$ cat config.mk
export PLATFORM = sky130hd
export DESIGN_NAME = micro_sequencer
export DESIGN_NICKNAME = d
export VERILOG_FILES = /design/src/rtl/micro_sequencer_pkg.sv /design/src/rtl/micro_seq_stack.sv /design/src/rtl/micro_sequencer.sv
export SDC_FILE = /design/constraint.sdc
export NUM_CORES = 1
export LEC_CHECK = 0
export ABC_AREA = 0
export CAP_MARGIN = 20
export CORE_ASPECT_RATIO = 1.5
export CORE_MARGIN = 2
export CORE_UTILIZATION = 35
export DETAILED_ROUTE_END_ITERATION = 8
export PLACE_DENSITY = 0.63
export SETUP_SLACK_MARGIN = 0.3
export SYNTH_ARGS = -nofsm -noshare
export SYNTH_HDL_FRONTEND = slang
export SYNTH_SLANG_ARGS = --single-unit
$ cat constraint.sdc
create_clock -name clock -period 3.96 [get_ports clock]
set_clock_uncertainty 0.05 [all_clocks]
set_input_delay 0.396 -clock clock [delete_from_list [all_inputs] [get_ports clock]]
set_output_delay 0.396 -clock clock [all_outputs]
set_load 0.005 [all_outputs]
$ cat src/rtl/micro_sequencer_pkg.sv
// micro_sequencer_pkg
//   Shared definitions for the microprogram sequencer: the opcode width and
//   the opcode encodings. The microcode assembler checks reuse the same
//   values, so the encodings must never be renumbered.
package micro_sequencer_pkg;

  localparam int OP_W = 4;

  localparam logic [OP_W-1:0] SEQ_CONT   = 4'd0;
  localparam logic [OP_W-1:0] SEQ_JUMP   = 4'd1;
  localparam logic [OP_W-1:0] SEQ_CJMP   = 4'd2;
  localparam logic [OP_W-1:0] SEQ_CALL   = 4'd3;
  localparam logic [OP_W-1:0] SEQ_CCALL  = 4'd4;
  localparam logic [OP_W-1:0] SEQ_RET    = 4'd5;
  localparam logic [OP_W-1:0] SEQ_CRET   = 4'd6;
  localparam logic [OP_W-1:0] SEQ_LDCT   = 4'd7;
  localparam logic [OP_W-1:0] SEQ_LOOP   = 4'd8;
  localparam logic [OP_W-1:0] SEQ_PUSHLD = 4'd9;
  localparam logic [OP_W-1:0] SEQ_RPT    = 4'd10;
  localparam logic [OP_W-1:0] SEQ_CASE   = 4'd11;
  localparam logic [OP_W-1:0] SEQ_SEQRST = 4'd12;

endpackage

$ cat src/rtl/micro_seq_stack.sv
// micro_seq_stack
//   Parametrised LIFO holding subroutine return addresses.
//   Ports:
//     clock, reset   rising-edge clock, asynchronous active-high reset
//     clear          empty the stack (sp <= 0), contents left in place
//     push           write din on top (ignored when full)
//     pop            drop top entry (ignored when empty)
//     peek           top entry is being read without a pop
//     din            value to push
//     tos            current top of stack (0 when empty)
//     full, empty    sp == DEPTH / sp == 0
//     err_ovf        push attempted while full (combinational)
//     err_unf        pop or peek attempted while empty (combinational)
//   push and pop are never asserted together by the sequencer.
module micro_seq_stack #(
  parameter int ADDR_W = 11,
  parameter int DEPTH  = 4
) (
  input  logic              clock,
  input  logic              reset,
  input  logic              clear,
  input  logic              push,
  input  logic              pop,
  input  logic              peek,
  input  logic [ADDR_W-1:0] din,
  output logic [ADDR_W-1:0] tos,
  output logic              full,
  output logic              empty,
  output logic              err_ovf,
  output logic              err_unf
);

  localparam int SP_W  = $clog2(DEPTH + 1);
  localparam int IDX_W = $clog2(DEPTH);

  logic [ADDR_W-1:0] mem [DEPTH];
  logic [SP_W-1:0]   sp;
  logic [IDX_W-1:0]  wr_idx;
  logic [IDX_W-1:0]  top_idx;

  // sp counts entries, so the next free slot is sp and the top is sp-1.
  // Both indices are only used when the matching guard (not full / not
  // empty) holds, so truncation at the boundaries is harmless.
  assign wr_idx  = IDX_W'(sp);
  assign top_idx = IDX_W'(sp - SP_W'(1));

  assign full    = (sp == SP_W'(DEPTH));
  assign empty   = (sp == '0);
  assign tos     = empty ? '0 : mem[top_idx];
  assign err_ovf = push & full;
  assign err_unf = (pop | peek) & empty;

  always_ff @(posedge clock or posedge reset) begin
    if (reset) begin
      sp <= '0;
      for (int i = 0; i < DEPTH; i++) begin
        mem[i] <= '0;
      end
    end else if (clear) begin
      sp <= '0;
    end else if (push && !full) begin
      mem[wr_idx] <= din;
      sp          <= sp + SP_W'(1);
    end else if (pop && !empty) begin
      sp <= sp - SP_W'(1);
    end
  end

endmodule

$ cat src/rtl/micro_sequencer.sv
// micro_sequencer
//   Microprogram sequencer sitting between the pipeline register and the
//   microcode ROM address input. y is the ROM address of the next microword.
//   Ports:
//     clock, reset   rising-edge clock, asynchronous active-high reset
//     op             sequencer opcode (see micro_sequencer_pkg)
//     d_in           branch address / counter load value
//     cond_sel       selects one bit of cond_vec
//     cond_vec       condition inputs
//     cond_pol       1 inverts the selected condition
//     case_or        OR-ed into the low bits of d_in on CASE
//     hold           freeze all sequencer state for this clock
//     y              next microaddress (combinational, 0 during reset)
//     stack_full     subroutine stack full
//     stack_empty    subroutine stack empty
//     stack_err      sticky overflow/underflow, cleared by reset or SEQRST
//     cnt_zero       loop counter is zero
module micro_sequencer
  import micro_sequencer_pkg::*;
#(
  parameter int ADDR_W      = 11,
  parameter int STACK_DEPTH = 4,
  parameter int CNT_W       = 11,
  parameter int NUM_COND    = 8,
  parameter int CASE_W      = 4
) (
  input  logic                        clock,
  input  logic                        reset,
  input  logic [OP_W-1:0]             op,
  input  logic [ADDR_W-1:0]           d_in,
  input  logic [$clog2(NUM_COND)-1:0] cond_sel,
  input  logic [NUM_COND-1:0]         cond_vec,
  input  logic                        cond_pol,
  input  logic [CASE_W-1:0]           case_or,
  input  logic                        hold,
  output logic [ADDR_W-1:0]           y,
  output logic                        stack_full,
  output logic                        stack_empty,
  output logic                        stack_err,
  output logic                        cnt_zero
);

  logic [ADDR_W-1:0] upc;
  logic [CNT_W-1:0]  cnt;
  logic              err_q;

  logic [ADDR_W-1:0] y_nxt;
  logic [ADDR_W-1:0] tos;
  logic [CNT_W-1:0]  cnt_load;
  logic              pass;
  logic              do_push;
  logic              do_pop;
  logic              do_peek;
  logic              do_ld;
  logic              do_dec;
  logic              do_seqrst;
  logic              err_ovf;
  logic              err_unf;

  assign pass     = cond_vec[cond_sel] ^ cond_pol;
  assign cnt_zero = (cnt == '0);
  assign cnt_load = CNT_W'(d_in);

  // Next-address mux and the side effects requested for the coming edge.
  // Any TOS read on an empty stack falls back to upc.
  always_comb begin
    y_nxt     = upc;
    do_push   = 1'b0;
    do_pop    = 1'b0;
    do_peek   = 1'b0;
    do_ld     = 1'b0;
    do_dec    = 1'b0;
    do_seqrst = 1'b0;
    case (op)
      SEQ_JUMP: y_nxt = d_in;
      SEQ_CJMP: if (pass) y_nxt = d_in;
      SEQ_CALL: begin
        y_nxt   = d_in;
        do_push = 1'b1;
      end
      SEQ_CCALL: begin
        if (pass) begin
          y_nxt   = d_in;
          do_push = 1'b1;
        end
      end
      SEQ_RET: begin
        do_pop = 1'b1;
        if (!stack_empty) y_nxt = tos;
      end
      SEQ_CRET: begin
        if (pass) begin
          do_pop = 1'b1;
          if (!stack_empty) y_nxt = tos;
        end
      end
      SEQ_LDCT: do_ld = 1'b1;
      SEQ_LOOP: begin
        if (!cnt_zero) begin
          y_nxt  = d_in;
          do_dec = 1'b1;
        end
      end
      SEQ_PUSHLD: begin
        do_push = 1'b1;
        do_ld   = 1'b1;
      end
      SEQ_RPT: begin
        if (!cnt_zero) begin
          do_peek = 1'b1;
          do_dec  = 1'b1;
          if (!stack_empty) y_nxt = tos;
        end else begin
          do_pop = 1'b1;
        end
      end
      SEQ_CASE:   y_nxt = d_in | ADDR_W'(case_or);
      SEQ_SEQRST: begin
        y_nxt     = '0;
        do_seqrst = 1'b1;
      end
      default: y_nxt = upc;
    endcase
  end

  assign y         = reset ? '0 : y_nxt;
  assign stack_err = err_q;

  // Stack requests are gated by hold so the LIFO freezes with the rest.
  micro_seq_stack #(
    .ADDR_W (ADDR_W),
    .DEPTH  (STACK_DEPTH)
  ) u_stack (
    .clock   (clock),
    .reset   (reset),
    .clear   (do_seqrst & ~hold),
    .push    (do_push & ~hold),
    .pop     (do_pop & ~hold),
    .peek    (do_peek & ~hold),
    .din     (upc),
    .tos     (tos),
    .full    (stack_full),
    .empty   (stack_empty),
    .err_ovf (err_ovf),
    .err_unf (err_unf)
  );

  always_ff @(posedge clock or posedge reset) begin
    if (reset) begin
      upc   <= '0;
      cnt   <= '0;
      err_q <= 1'b0;
    end else if (!hold) begin
      upc <= y_nxt + ADDR_W'(1);
      if (do_ld) begin
        cnt <= cnt_load;
      end else if (do_dec) begin
        cnt <= cnt - CNT_W'(1);
      end
      if (do_seqrst) begin
        err_q <= 1'b0;
      end else if (err_ovf || err_unf) begin
        err_q <= 1'b1;
      end
    end
  end

endmodule

==> summary.txt <==
max cap viols: 0
number of antenna cells inserted: 0
internal reg-to-reg setup slack: 520 ps
number of setup violations in the final report: 0
dominant synthesized flop cell: sky130_fd_sc_hd__dfrtp_1
period utilization: 92.78%
Core ar.: 12890 sq um
commonest cells after routing, fill and taps aside: 77 x sky130_fd_sc_hd__buf_4, 70 x sky130_fd_sc_hd__dfrtp_1, 45 x sky130_fd_sc_hd__nand2_1
most common cell after layout, fill and taps aside: sky130_fd_sc_hd__buf_4
Sequential Power Share: 33.9%
highest attainable clock frequency: 0.2722 GHz
post-synth net total: 508
Via Count: 4168
final critical-path setup slack: 285.7 ps
Post-CTS Hold Buffers: 0
outcome: completed
number of H-tree branching levels: 3
fillers: 1175
total power density per cell area: 576.1 nW/um^2
number of flops mapped to enable cells by yosys: 0
headroom to the max-slew limit: 41.17%
worst setup path startpoint: u_stack.sp[0]$_DFFE_PP0P_
top fanout value on the critical path: 13
largest net degree at the start of global routing: 71
fraction of layout cells with a size suffix above 1: 34.58%
Slowest Stage Delay on Critical Path: 570 ps
number of DRC markers in iteration 0: 268
cell depth of the worst min-delay path: 2
portion of total power attributed to combinational logic: 43.3%
path depth of the worst reg2reg path: 15
number of distinct library cells after synthesis: 71
total count of hold-check failures in the final report: 0
Pre-antenna DRT Iters: 5
total routing usage reported by global routing: 19.38%
arrival time worst endpoint: 3230 ps
RSZ-0062 raised after global routing: true
cell-by-cell listing of the critical path: buf_4 -> mux4_2 -> nand2_1 -> a221oi_2 -> a311o_1 -> a311oi_2 -> a211oi_2 -> buf_4 -> and2_1 -> clkdlybuf4s50_1
CTS tree: built
clock root buffer: sky130_fd_sc_hd__clkbuf_16
final total power: 0.003654 W
mean cell area of the mapped netlist: 9.811 sq um
CP max-delay cell: sky130_fd_sc_hd__mux4_2
register clock-pin slew on the reported worst setup and hold paths: 60 ps
Yosys reg bits: 70
Area Growth Syn to Fin: 38.42%
leak pwr: 2.779 nW
total clock sinks: 70
end point of the most critical hold path: u_stack.mem[2]$_DFFE_PP0P_
total grt overflow: 0
Antenna Nets Post-Route: 0
post-layout net count: 623
Worst Setup Slack post-DPL: -320.6 ps
final standard cell utilization of the core: 49.20%
hold_sp: u_stack.mem[2]$_DFFE_PP0P_
proportion of register bits with asynchronous set or reset after synthesis: 100.0%
Most Frequent Cell on Critical Path: sky130_fd_sc_hd__buf_4
total CTS buffers: 9
CP Capture Type: output pin
die height: 144.1 um
clock latency on the worst-skew pair: 340 ps
Clk pwr share: 22.8%
# IOs: 49
shortest period the worst path allows: 3674 ps
required time of the critical path: 3510 ps
switch share: 35.24%
global-route wire length before repair: 21750 um
Mapped Area: 4582 sq um
portion of the post-synthesis area used by sequential elements: 38.23%
count of unresolved DRC violations after routing: 0
kind of critical path: register to output pin
vias per inst: 5.587
floorplan die width: 97.42 um
maximum root-to-sink buffer count: 2
cell internal power dissipation: 0.002366 W
Post-Syn Instances: 467
Detailed Place HPWL: 9839 um
Placer Congestion: 0.9055
reg-to-reg startpoint: cnt[0]$_DFFE_PP0P_
Warnings, synthesis: 0
net switching power of the design: 0.001288 W
Peak supply drop: 0.0002095 V
sort of element at the start of the critical path: register
std cell rows: 51
number of global-route vias before repair: 4332
worst hold path type: register to register
die area: 14040 sq um
wirelength, routed: 13520 um
Starting Density: 35.55%
final max-slew violation count: 0
post-detailed-route wirelength per cell: 18.12 um
critical register-to-register path endpoint: upc[8]$_DFFE_PP0N_
# port buffers: 48
transition time at the pin with the least slew margin: 882.4 ps
initial antenna violation count: 0
==> metal layers <==
metal,wire length (um),vias to the layer above,GRT usage [%]
li1,-,1961,-
met4,628,0,10.23
met2,7129,112,35.21
met3,458,41,3.238
met5,0,-,0
met1,5304,2054,21.69
==> worst max path at each step <==
stage                               endpoint
after floorplan           upc[8]$_DFFE_PP0N_
after global placement                  y[5]
after detailed placement                y[5]
after CTS                               y[1]
after global routing                    y[1]
final                                   y[1]
==> synthesized netlist by cell type (5+ instances only) <==
cell type | n | area [sq um]
sky130_fd_sc_hd__a31oi_1 | 5 | 31.28
sky130_fd_sc_hd__a22oi_1 | 12 | 90.09
sky130_fd_sc_hd__nand4_1 | 7 | 43.79
sky130_fd_sc_hd__inv_1 | 19 | 71.32
sky130_fd_sc_hd__buf_2 | 8 | 40.04
sky130_fd_sc_hd__mux2i_1 | 5 | 50.05
sky130_fd_sc_hd__nand2b_1 | 7 | 43.79
sky130_fd_sc_hd__xnor2_1 | 10 | 87.58
sky130_fd_sc_hd__clkbuf_1 | 15 | 56.30
sky130_fd_sc_hd__mux2_2 | 41 | 461.7
sky130_fd_sc_hd__dfrtp_1 | 70 | 1752
sky130_fd_sc_hd__nand3b_1 | 6 | 45.04
sky130_fd_sc_hd__nor2_1 | 28 | 105.1
sky130_fd_sc_hd__mux4_2 | 12 | 270.3
sky130_fd_sc_hd__and2_1 | 10 | 62.56
sky130_fd_sc_hd__ha_1 | 7 | 87.58
sky130_fd_sc_hd__nor3_1 | 13 | 65.06
sky130_fd_sc_hd__a21oi_1 | 19 | 95.09
sky130_fd_sc_hd__o21ai_0 | 45 | 225.2
sky130_fd_sc_hd__nor4_1 | 5 | 31.28
sky130_fd_sc_hd__nand2_1 | 45 | 168.9
sky130_fd_sc_hd__nand3_1 | 8 | 40.04
==> through the flow <==
stage	hold WS, ps	TNS [ps]	instances	cell area, sq um
global placement	408.2	-2258	705	5598
CTS	431.7	0	737	6166
floorplan	394.6	0	467	4582
finish	425.4	0	746	6342
detailed placement	418.8	-2928	705	5598
global route	462.6	0	746	6342
==> kinds of logic (layout without fill, tap and decap cells) <==
family / count (synthesis) / in the layout / share of synthesized area (%)
adders and majority gates: 7 / 7 / 1.911
DFF: 70 / 70 / 38.23
and+or+nand+nor: 150 / 150 / 16.90
buffers and inverters: 47 / 167 / 4.069
AOI/OAI and AO/OA: 121 / 121 / 18.73
muxes: 58 / 58 / 17.07
xor gates and xnor gates: 14 / 14 / 3.086
==> worst max-delay path: cells and delay by family (launching register included) <==
kind / cells / cell delay, ps
DFF: 1 / 350
AOI/OAI and AO/OA: 4 / 820
and+or+nand+nor: 2 / 290
muxes: 1 / 570
buffers and inverters: 3 / 860
==> area by class of cell <==
type	instances	area, sq um	area share, %
multi-input cells	350	2867	45.20
flip-flops and latches	70	1752	27.62
repair buffers	131	1140	17.97
clock buffers	11	252.7	3.985
well taps	159	198.9	3.137
inverters	20	75.07	1.184
clock inverters	5	57.56	0.9075
==> registers in the layout, summed over array words and instances (netlist names) <==
| signal | count |
|---|---|
| cnt | 11 |
| u_stack.mem | 44 |
| u_stack.sp | 3 |
| upc | 11 |
| stack_err | 1 |
==> timing repair <==
action | in CTS | in global routing
endpoints found under the setup margin | 15 | 14
resized for setup | 42 | 37
pin swaps | 15 | 14
setup buffers | 16 | 9
==> power by group through the flow <==
stage                     Clock, W  Combinational (W)  Sequential (W)
after floorplan                  0           0.000940         0.00115
after global placement           0            0.00135         0.00120
after detailed placement         0            0.00138         0.00123
after CTS                 0.000851            0.00152         0.00123
after global routing      0.000881            0.00172         0.00128
final                     0.000831            0.00158         0.00124
(Power assumes the default switching activity.)
